$ cat src/rtl/floo_test_job_sequencer.sv
// Tile-level run controller for DMA test nodes: staggered job release, per-node
// completion latching, watchdog, drain period and cycle-count reporting.
module floo_test_job_sequencer #(
    parameter int unsigned NumNodes      = 2,
    parameter int unsigned CntWidth      = 32,
    parameter int unsigned StaggerCycles = 16,
    parameter int unsigned TimeoutCycles = 1000000,
    parameter int unsigned DrainCycles   = 64
) (
    input  logic                         clk_i,
    input  logic                         rst_i,
    input  logic                         en_i,
    input  logic [NumNodes-1:0]          done_i,
    output logic [NumNodes-1:0]          start_o,
    output logic                         busy_o,
    output logic                         end_of_sim_o,
    output logic                         timeout_o,
    output logic [NumNodes*CntWidth-1:0] node_cycles_o,
    output logic [CntWidth-1:0]          run_cycles_o
);

    localparam int unsigned IdxW = (NumNodes > 1) ? $clog2(NumNodes) : 1;

    typedef enum logic [2:0] {
        IDLE,
        LAUNCH,
        WAIT,
        DRAIN,
        FINISH
    } state_e;

    state_e                state_q;
    logic [NumNodes-1:0]   start_q;
    logic [NumNodes-1:0]   launched_q;
    logic [NumNodes-1:0]   done_q;
    logic [IdxW-1:0]       idx_q;
    logic [CntWidth-1:0]   stag_q;
    logic [CntWidth-1:0]   drain_q;
    logic [CntWidth-1:0]   run_q;
    logic [CntWidth-1:0]   node_q [NumNodes];
    logic                  busy_q;
    logic                  eos_q;
    logic                  to_q;

    logic                  active;
    logic [NumNodes-1:0]   latch_now;
    logic                  all_done_q;
    logic                  all_done_now;
    logic                  watchdog;

    always_comb begin
        active       = (state_q == LAUNCH) || (state_q == WAIT);
        latch_now    = active ? (done_i & launched_q & ~start_q & ~done_q) : '0;
        all_done_q   = &done_q;
        all_done_now = &(done_q | latch_now);
        // A completion latched in the limit cycle suppresses the watchdog; the
        // next WAIT cycle then sees all flags and enters DRAIN normally.
        watchdog     = active && (run_q == CntWidth'(TimeoutCycles - 1)) && !all_done_now;
    end

    always_ff @(posedge clk_i) begin
        if (rst_i) begin
            state_q    <= IDLE;
            start_q    <= '0;
            launched_q <= '0;
            done_q     <= '0;
            idx_q      <= '0;
            stag_q     <= '0;
            drain_q    <= '0;
            run_q      <= '0;
            busy_q     <= 1'b0;
            eos_q      <= 1'b0;
            to_q       <= 1'b0;
            for (int unsigned k = 0; k < NumNodes; k++) begin
                node_q[k] <= '0;
            end
        end else begin
            case (state_q)
                IDLE: begin
                    start_q <= '0;
                    if (en_i) begin
                        state_q    <= LAUNCH;
                        start_q    <= NumNodes'(1);
                        launched_q <= NumNodes'(1);
                        done_q     <= '0;
                        idx_q      <= '0;
                        stag_q     <= '0;
                        run_q      <= '0;
                        busy_q     <= 1'b1;
                        eos_q      <= 1'b0;
                        to_q       <= 1'b0;
                        for (int unsigned k = 0; k < NumNodes; k++) begin
                            node_q[k] <= '0;
                        end
                    end
                end

                LAUNCH, WAIT: begin
                    start_q <= '0;
                    run_q   <= run_q + 1'b1;
                    done_q  <= done_q | latch_now;
                    for (int unsigned k = 0; k < NumNodes; k++) begin
                        if (launched_q[k] && !done_q[k] && !latch_now[k] && (node_q[k] != '1)) begin
                            node_q[k] <= node_q[k] + 1'b1;
                        end
                    end

                    if (watchdog) begin
                        state_q <= FINISH;
                        busy_q  <= 1'b0;
                        eos_q   <= 1'b1;
                        to_q    <= 1'b1;
                        for (int unsigned k = 0; k < NumNodes; k++) begin
                            if (!(done_q[k] || latch_now[k])) begin
                                node_q[k] <= '1;
                            end
                        end
                    end else if (state_q == WAIT) begin
                        if (all_done_q) begin
                            state_q <= DRAIN;
                            drain_q <= '0;
                        end
                    end else if (idx_q == IdxW'(NumNodes - 1)) begin
                        state_q <= WAIT;
                    end else if (stag_q == CntWidth'(StaggerCycles)) begin
                        idx_q      <= idx_q + 1'b1;
                        stag_q     <= '0;
                        start_q    <= NumNodes'(1) << (idx_q + 1'b1);
                        launched_q <= launched_q | (NumNodes'(1) << (idx_q + 1'b1));
                    end else begin
                        stag_q <= stag_q + 1'b1;
                    end
                end

                DRAIN: begin
                    start_q <= '0;
                    if (drain_q == CntWidth'(DrainCycles - 1)) begin
                        state_q <= FINISH;
                        busy_q  <= 1'b0;
                        eos_q   <= 1'b1;
                    end else begin
                        drain_q <= drain_q + 1'b1;
                    end
                end

                FINISH: begin
                    start_q <= '0;
                end

                default: begin
                    state_q <= IDLE;
                    start_q <= '0;
                    busy_q  <= 1'b0;
                end
            endcase
        end
    end

    always_comb begin
        node_cycles_o = '0;
        for (int unsigned k = 0; k < NumNodes; k++) begin
            node_cycles_o[k*CntWidth +: CntWidth] = node_q[k];
        end
    end

    assign start_o      = start_q;
    assign busy_o       = busy_q;
    assign end_of_sim_o = eos_q;
    assign timeout_o    = to_q;
    assign run_cycles_o = run_q;

endmodule

$ cat config.mk
export PLATFORM = sky130hd
export DESIGN_NAME = floo_test_job_sequencer
export DESIGN_NICKNAME = d
export VERILOG_FILES = /design/src/rtl/floo_test_job_sequencer.sv
export SDC_FILE = /design/constraint.sdc
export NUM_CORES = 1
export LEC_CHECK = 0
export ABC_AREA = 1
export BUFFER_PORTS_ARGS = -buffer_cell sky130_fd_sc_hd__buf_2
export CORE_ASPECT_RATIO = 0.9
export CORE_MARGIN = 10
export CORE_UTILIZATION = 60
export DETAILED_ROUTE_END_ITERATION = 10
export PLACE_DENSITY = 0.9
export RECOVER_POWER = 100
export SETUP_SLACK_MARGIN = 0.02
export SYNTH_ARGS = -nofsm -noshare
export SYNTH_HDL_FRONTEND = slang
export SYNTH_SLANG_ARGS = --single-unit
export TNS_END_PERCENT = 10
$ cat constraint.sdc
create_clock -name clk_i -period 2.7 [get_ports clk_i]
set_clock_uncertainty 0.15 [all_clocks]
set_input_delay 0.135 -clock clk_i [delete_from_list [all_inputs] [get_ports clk_i]]
set_output_delay 0.135 -clock clk_i [all_outputs]
set_load 0.05 [all_outputs]
======== Word-level counts from Yosys, hierarchy flattened ========
Memory sizes are Yosys's and may differ from the RTL's.
Cells that the tools add are included.
Widths: inputs -> output; s select.
storage, ports and cells
  register bits ........................... 109
  RAM bits ................................ 64
  bits of input ports ..................... 5
  memories kept ........................... 1
operators by class
  add/sub/neg operators ................... 6
  equality and inequality tests ........... 21
  shift-type cells ........................ 1
  muxes and demuxes ....................... 78
  bitwise logic cells ..................... 14
  reductions and logical operators ........ 32
memories
  name    words  width  rd ports  clocked after memory_dff  wr ports  RTL line  source
  node_q  2      32     2         0                         2         40        logic [CntWidth-1:0] node_q [NumNodes];
operators with widths
  cell                   number
  $mux 32                15
  $pmux 32 s2            3
  $add 32x1->32 const B  5
  $ne 32x32->1 const B   2
  $mux 1                 35
  $eq 32x20->1 const B   1
  $eq 32x5->1 const B    1
  $eq 32x6->1 const B    1
  $mux 2                 11
  $ne 2x2->1 const B     10
  $mux 3                 6
  $reduce_and 5->1       3
  $pmux 2 s2             3
  $pmux 3 s4             1
  $reduce_and 4->1       3
  $logic_and 1x1->1      8
  $ne 4x4->1 const B     2
  $and 2x2->2            3
  $eq 3x2->1 const B     2
  $or 1x1->1             6
  $reduce_and 2->1       3
  $reduce_and 6->1       1
  $logic_not 1->1        5
  $not 2->2              2
  other kinds (15)       20

======== Depth between registers and ports, before layout ========
Gate-level depths: netlist of the first run.
  word-level depth ........................ 13
  mapped depth ............................ 14
  mapped depth without buffers ............ 12

======== Worst setup path after synthesis of the first run ========
Ideal clock, no wire load.
  kind .................................... register to register
  from .................................... register run_q[1], in the netlist run_cycles_o[1]
  to ...................................... register stag_q[21]
  arrival time ............................ 2,104 ps
  data required time ...................... 2,435 ps
  setup slack ............................. 330 ps
  cell stages (with the launch flop) ...... 15
  path buffers ............................ 2
  path through ............................ dfxtp_1 ha_1 nand2_1 nor2_1 nand2_1 nor2_1 nand2_1 nor2_2 nand2_4 nand4_2 buf_6 buf_6 nor2_1 nor2_1 nor2_1
between the ends
  word-level cells in the longest chain between the ends .. 5
RTL lines
  what                               RTL line  source
  start: declaration                 39        logic [CntWidth-1:0] run_q;
  start signal: assignment           100       run_q <= run_q + 1'b1;
  $eq 32x20->1                       58        watchdog = active && (run_q == CntWidth'(TimeoutCycles - 1)) && !all_done_now;
  $logic_and 1x1->1 (2 in a row)     58
  $ne 2x2->1 (no source line)        -
  $reduce_and 5->1 (no source line)  -
  end signal: assignment             131       stag_q <= stag_q + 1'b1;
  end: declaration                   37        logic [CntWidth-1:0] stag_q;
No other way between the ends.
A chain may end at the register's enable or synchronous reset.

==> results of run 1 <==
cells in the final DEF, fill, tap and decap left out, types with 2 or more instances in the layout:
master,netlist,routed
a21oi_1,74,74
and3_1,2,2
buf_12,0,2
buf_2,14,4
buf_4,4,19
clkbuf_1,15,101
clkbuf_16,0,17
clkbuf_2,0,2
clkbuf_8,0,2
clkinv_2,0,3
clkinv_4,0,4
dfxtp_1,173,173
dlygate4sd3_1,0,2
ha_1,6,5
inv_1,209,210
inv_2,5,4
inv_6,0,5
nand2_1,450,450
nand2_2,8,7
nand2_4,3,3
nand3_1,174,175
nand3b_1,5,5
nand4_1,41,41
nor2_1,297,298
nor2_2,3,4
nor2_4,7,5
nor3_1,85,85
nor3_2,2,2
nor3b_1,7,7
nor4_1,2,2
o211ai_1,24,28
o21ai_0,37,37
o21bai_1,26,26
o221ai_1,7,7
or2_2,7,7
xnor2_1,10,10
xor2_1,34,34
worst min-delay path, stage by stage:
cell and delay, ns:
buf_2 0.09, inv_1 0.16, o21ai_0 0.13, a21oi_1 0.05
worst max-delay path by stage:
| stage | startpoint | to | slack (ns) |
|---|---|---|---|
| after global placement | drain_q[0] | drain_q[0] | 0.21 |
| after global routing | run_cycles_o[0] | run_cycles_o[24] | 0.03 |
| final | state_q[0] | node_q[0][53] | 0.18 |
| after floorplan | run_cycles_o[1] | stag_q[21] | 0.33 |
| after CTS | drain_q[0] | drain_q[15] | 0.15 |
| after detailed placement | drain_q[0] | drain_q[1] | 0.17 |
metal layers:
layer  routed length, µm  share of wire [%]  global-route usage [%]  vias up
met1               13600                 43                    33.8     5354
met2               14400                 46                    41.7      509
met5                   0                  0                       0        -
met4                 590                1.9                    7.55        0
met3                2810                8.9                    5.47       46
li1                    -                  -                       -     5893
metrics by stage:
| step | instance area [µm²] | hold WS, ns |
|---|---|---|
| 2_1_floorplan | 10900 | 0.235 |
| 3_3_place_gp | 11600 | 0.317 |
| 3_5_place_dp | 11600 | 0.319 |
| 4_1_cts | 12200 | 0.00761 |
| 5_1_grt | 12000 | 0.0995 |
| 6_report | 12000 | 0.0307 |
power breakdown:
| group | switching, mW | leakage (nW) | total [mW] | internal (mW) |
|---|---|---|---|---|
| clock network | 1.13 | 0.281 | 2.38 | 1.25 |
| logic | 1.66 | 2.79 | 2.34 | 0.679 |
| registers | 0.180 | 1.40 | 2.88 | 2.70 |
| total | 2.97 | 4.46 | 7.60 | 4.63 |
cell usage after synthesis (all sizes together), types with 2 or more instances:
library cell	count	area share [%]
nor4	2	0.12
xor2	34	2.7
inv	215	7.5
nand2	461	16
o21ai	38	1.8
clkbuf	15	0.52
nor3b	7	0.48
or2	7	0.40
nand3b	5	0.35
and3	2	0.12
dfxtp	173	32
o211ai	28	2.1
ha	6	0.69
nor3	87	4.1
o21bai	26	1.8
buf	30	2.0
xnor2	10	0.81
nand4	42	2.5
nor2	307	11
a21oi	74	3.4
nand3	177	8.3
o221ai	7	0.56
registers in the layout, summed over array words and instances, names as in the netlist:
| register | flops |
|---|---|
| busy_o | 1 |
| done_q | 2 |
| drain_q | 32 |
| end_of_sim_o | 1 |
| idx_q | 1 |
| launched_q | 2 |
| node_q | 64 |
| run_cycles_o | 32 |
| stag_q | 32 |
| start_o | 2 |
| state_q | 3 |
| timeout_o | 1 |
final cells by class:
class,count,area share [%]
Clock inverter,13,0.873
Inverter,215,6.73
Clock buffer,19,3.76
Sequential cell,173,28.8
Timing Repair Buffer,130,5.08
Tap cell,240,2.50
Multi-Input combinational cell,1325,52.3
cell families (layout without fill, tap and decap cells):
family / count (synthesis) / after routing
buffers and inverters: 260 / 377
xor gates and xnor gates: 44 / 44
and+or+nand+nor: 1097 / 1097
DFF: 173 / 173
AOI/OAI and AO/OA: 178 / 178
adders and majority gates: 6 / 6
what timing repair did:
| item | 4_1_cts | 5_1_grt |
|---|---|---|
| hold buffers | 2 | 0 |
| resized for setup | 0 | 6 |
| setup endpoints to repair | 0 | 41 |
| hold endpoints to repair | 2 | 0 |
==> metrics.md, run 1 <==
| Metric | Value |
|---|---|
| Status | finished, final reports clean |
| Worst-path fanout max | 19 |
| Adder-cell share of the synthesized area | 0.692% |
| Pleak | 4.46 nW |
| Fill cells | 1627 |
| Syn_area_per_cell | 6.17 µm² |
| Tot GR Track Use | 25.8% |
| CP Depth | 11 |
| Post-synth cell types | 41 |
| Compound-Gate Fraction of Synth Area | 10.0% |
| Routed vias | 11802 |
| Gate Count Post-Synth | 1758 |
| CP delay by family, top | simple AND/OR/NAND/NOR gates |
| Initial Utilization | 61.4% |
| CTS buffer count | 17 |
| Routed Antenna Nets | 0 |
| Fin cells | 2115 |
| Worst r2r dst | node_q[0][53] |
| Simple-Gate Fraction of Synth Area | 43.8% |
| Initial DRC count | 1152 |
| Vias in the first global route | 10907 |
| # setup viols final | 0 |
| Final hold vios | 0 |
| Avg WL per Cell | 14.9 µm |
| CP Cell Sequence | nor2_4 > nand2_1 > nor2_1 > inv_1 > nand2_2 > inv_2 > nand2_2 > inv_2 > nand2_1 > nand2_1 > o21bai_1 |
| Antenna Cells | 0 |
| Largest net degree at the start of global routing | 66 |
| Cell row count | 46 |
| Hold WC Path Type | in2reg |
| Global route overflow | 0 |
| Routed wire length | 31.4 mm |
| Clk slew on worst S/H paths | 0.07 ns |
| Final Slew Violations | 0 |
| FF-to-FF path depth | 11 |
| Largest family of logic cells by synthesized area | simple AND/OR/NAND/NOR gates |
| CP required | 2.89 ns |
| Area occupied by multi-input gates | 6290 µm² |
| Clock latency on the worst-skew pair | 0.45 ns |
| Setup TNS | 0 ns |
| Async SR Flop Fraction | 0% |
| Final net count | 1873 |
| Share of post-route cells with drive strength above 1 | 5.17% |
| Top FF cell, synth | dfxtp_1 |
| RSZ-0062 raised after global routing | no |
| Minimum clock period | 2.52 ns |
| Min setup slack post-route | 0.176 ns |
| Critical path type | reg2reg |
| Worst relative slew slack | 53.9% |
| Highest ir drop seen on vdd | 0.000583 V |
| Yosys warnings | 0 |
| Die width | 162 µm |
| First-pass iteration count of the detailed router | 8 |
| PwrDens | 631 nW/µm² |
| CTS tree | done |
| Global-route wire length before repair | 52.3 mm |
| Net Count, Synth | 1769 |
| # Post-CTS Setup Buffers | 0 |
| CP dominant cell by count | nand2_1 |
| Die area | 23900 µm² |
| Slowest cell on crit path | dfxtp_1 |
| Final Util | 68.1% |
| Fin crit share | 93.5% |
| Htree depth | 4 |
| Slew @ Worst Pin | 0.695 ns |
| Critical hold path startpoint | rst_i |
| Fmax | 396 MHz |
| CP Capture Type | register |
| Core area | 17700 µm² |
| GP Congestion | 0.992 |
| Ports | 106 |
| RR Startpoint | state_q[0] |
| Max clock buf depth | 2 |
| WHS Endpoint | run_cycles_o[0] |
| Placed cell count | 2081 |
| Post-synthesis mux area share | 0% |
| DRC viols | 0 |
| Hold path depth | 4 |
| CTS root buf | clkbuf_16 |
| Register bit total from synthesis | 173 |
| Clk sinks | 173 |
| FF/Latch Area | 3460 µm² |
| Worst EP arrival | 2.71 ns |
| DIE HEIGHT | 148 µm |
| R2R Setup Slk | 0.18 ns |
| Crit path largest cell delay | 0.37 ns |
| XOR/XNOR Fraction of Synth Area | 3.55% |
| Post-synth EDFFs | 0 |
| Synth-to-layout area growth | 10.9% |
| CP Launch Type | register |
| Buffers & Inverters on Critical Path | 3 |
| Sequential area share after synthesis | 31.9% |
| Power Total | 7.60 mW |
| Via density | 5.58 |
| Max-cap violations | 0 |
| Initial antenna violation count | 0 |
| Port Buffers | 105 |
| Post-DP HPWL | 23.2 mm |
| Setup WS pre-CTS | 0.170 ns |
| Synth Cell Area | 10900 µm² |
Note: power is estimated with default switching activity, not from simulation.
==> inputs of run 2 (changes only) <==
--- a/config.mk
+++ b/config.mk
@@ -5,11 +5,10 @@
 export SDC_FILE = /design/constraint.sdc
 export NUM_CORES = 1
 export LEC_CHECK = 0
-export ABC_AREA = 1
 export BUFFER_PORTS_ARGS = -buffer_cell sky130_fd_sc_hd__buf_2
 export CORE_ASPECT_RATIO = 0.9
 export CORE_MARGIN = 10
-export CORE_UTILIZATION = 60
+export CORE_UTILIZATION = 59
 export DETAILED_ROUTE_END_ITERATION = 10
 export PLACE_DENSITY = 0.9
 export RECOVER_POWER = 100
==> run 2 against run 1 <==
Die area shrank 14%. Combinational power fell by 27%. Register-to-register slack lost 0.07 ns.
==> metrics.md, run 2 <==
| Metric | Value |
|---|---|
| Avg WL per Cell | 18.2 µm |
| Initial DRC count | 1006 |
| Clk sinks | 173 |
| Internal power | 4.49 mW |
| Highest ir drop seen on vdd | 0.000607 V |
| Sw power | 2.24 mW |
| Fin crit share | 95.9% |
| Via density | 6.55 |
| Die area | 20600 µm² |
| Global route overflow | 0 |
| Synth area leaders | dfxtp_1, o21ai_0, nand2_1 |
| Initial antenna violation count | 0 |
| Switching share of power | 33.4% |
| Routed wire length | 26.6 mm |
| Synth top cells by count | dfxtp_1, nand2_1, nor2_1, o21ai_0, nand3_1 |
| CTS root buf | clkbuf_16 |
| Critical path type | reg2reg |
| Final Slew Violations | 0 |
| Syn_area_per_cell | 8.06 µm² |
| Die width | 150 µm |
| Cell Area, Placed | 10100 µm² |
| Port Buffers | 105 |
| GP Congestion | 0.943 |
| Net Count, Synth | 1127 |
| Gate power share | 25.4% |
| Worst-path fanout max | 22 |
| Sequential Power Share | 40.2% |
| Most frequent cells in the layout | dfxtp_1, clkbuf_1, nand2_1 |
| Final hold vios | 0 |
| Clock latency on the worst-skew pair | 0.43 ns |
| First-pass iteration count of the detailed router | 7 |
| Max-cap violations | 0 |
| CP required | 2.86 ns |
| CP Capture Type | register |
| CP Launch Type | register |
| Worst EP arrival | 2.75 ns |
| Routed Antenna Nets | 0 |
| Slew @ Worst Pin | 0.729 ns |
| Post-synth cell types | 66 |
| Antenna Cells | 0 |
| Vias in the first global route | 8693 |
| Max clock buf depth | 2 |
| Register bit total from synthesis | 173 |
| Global-route wire length before repair | 42.7 mm |
| Setup WS pre-CTS | 0.0968 ns |
| # Post-CTS Setup Buffers | 0 |
| Cell row count | 42 |
| Post-DP HPWL | 18.1 mm |
| Clk network pwr share | 34.4% |
| Synth Cell Area | 8990 µm² |
| CTS tree | done |
| Largest net degree at the start of global routing | 56 |
| Fmax | 386 MHz |
| Initial Utilization | 60.7% |
| Dominant cell by count in the synthesized netlist | dfxtp_1 |
| Async SR Flop Fraction | 0% |
| Setup TNS | 0 ns |
| RSZ-0062 raised after global routing | no |
| PwrDens | 640 nW/µm² |
| Post-Layout Inst Area | 10500 µm² |
| Status | finished, final reports clean |
| Post-synth EDFFs | 0 |
| Synth area leader | dfxtp_1 |
| Synth-to-layout area growth | 17.0% |
| Fin cells | 1465 |
| Gate Count Post-Synth | 1116 |
| Max FFs per register | 64 |
| Worst relative slew slack | 51.6% |
| Htree depth | 4 |
| Clk slew on worst S/H paths | 0.06 ns |
| Sequential area share after synthesis | 38.5% |
| Core area | 14800 µm² |
| Tot GR Track Use | 24.8% |
| Routed vias | 9598 |
| # setup viols final | 0 |
| DIE HEIGHT | 137 µm |
| Placed cell count | 1432 |
| Pleak | 3.50 nW |
| Minimum clock period | 2.59 ns |
| Ports | 106 |
| Yosys warnings | 0 |
| Synth top area share | 38.5% |
| Share of post-route cells with drive strength above 1 | 10.3% |
| Min setup slack post-route | 0.111 ns |
| Biggest register | node_q |
| DRC viols | 0 |
| CTS buffer count | 17 |
| Commonest non-fill, non-tap cell in the layout | dfxtp_1 |
| Top FF cell, synth | dfxtp_1 |
| Final net count | 1265 |
| Hold WC Path Type | in2reg |
run 2: cell count changes in the layout (fill, tap and decap cells not counted), moves of 37 or more:
| cell | delta |
|---|---|
| inv_1 | -193 |
| o21ai_0 | +48 |
| nor2_1 | -213 |
| nor3_1 | -46 |
| nand3_1 | -105 |
| nand2_1 | -349 |
| nor4_1 | +37 |
run 2: kinds of logic after synthesis:
| kind of cell | Yosys count | synth area share (%) |
|---|---|---|
| and+or+nand+nor | 519 | 31.0 |
| xor gates and xnor gates | 63 | 6.22 |
| adders and majority gates | 6 | 0.835 |
| buffers and inverters | 74 | 3.34 |
| DFF | 173 | 38.5 |
| muxes | 5 | 0.612 |
| AOI/OAI and AO/OA | 276 | 19.5 |
run 2: power groups by stage:
stage	logic, mW	clock network, mW	registers [mW]
2_1_floorplan	1.04	0	2.83
6_report	1.71	2.32	2.70
5_1_grt	1.86	2.45	2.71
3_5_place_dp	1.68	0	2.75
3_3_place_gp	1.64	0	2.74
4_1_cts	1.70	2.32	2.70
run 2: final cells by class:
| type | instances | area [µm²] |
|---|---|---|
| Clock inverter | 6 | 60.1 |
| Clock buffer | 26 | 489 |
| Sequential cell | 173 | 3480 |
| Tap cell | 198 | 248 |
| Timing Repair Buffer | 174 | 893 |
| Fill cell | 1203 | 4300 |
| Inverter | 19 | 71.3 |
| Multi-Input combinational cell | 869 | 5270 |
run 2: final timing paths:
kind                    start     endpoint  slack, ns  cells past startpoint
max reg2reg  run_cycles_o[11]   stag_q[17]       0.11                      7
min                     rst_i    done_q[1]       0.14                      3
max          run_cycles_o[11]   stag_q[17]       0.11                      7
min reg2reg       drain_q[31]  drain_q[31]       0.33                      2
run 2: per-stage QoR:
stage	hold slack [ns]	utilization (%)	total power [mW]
2_1_floorplan	0.224	-	3.88
3_3_place_gp	0.309	68.3	4.38
3_5_place_dp	0.322	68.3	4.43
4_1_cts	0.119	72.0	6.72
5_1_grt	0.164	71.0	7.01
6_report	0.145	71.0	6.73
run 2: critical path: stages, from the launching register on:
cell and delay (ns):
dfxtp_1 0.38, nor4_1 0.46, nand4_1 0.31, a2111oi_2 0.40, or3b_1 0.22, buf_12 0.16
nand2b_2 0.26, o31ai_1 0.12
run 2: per-layer routing:
| metal | track usage [%] | vias to the layer above | share of wire, % |
|---|---|---|---|
| met3 | 7.07 | 83 | 9.8 |
| met2 | 38.4 | 519 | 46 |
| met1 | 31.8 | 4506 | 41 |
| met5 | 0 | - | 0 |
| met4 | 10.1 | 0 | 3.3 |
| li1 | - | 4490 | - |
run 2: timing repair:
| item | in CTS | in global routing |
|---|---|---|
| endpoints found under the hold margin | 2 | 0 |
| endpoints found under the setup margin | 0 | 28 |
| hold buffers | 1 | 0 |
| resized for setup | 0 | 8 |
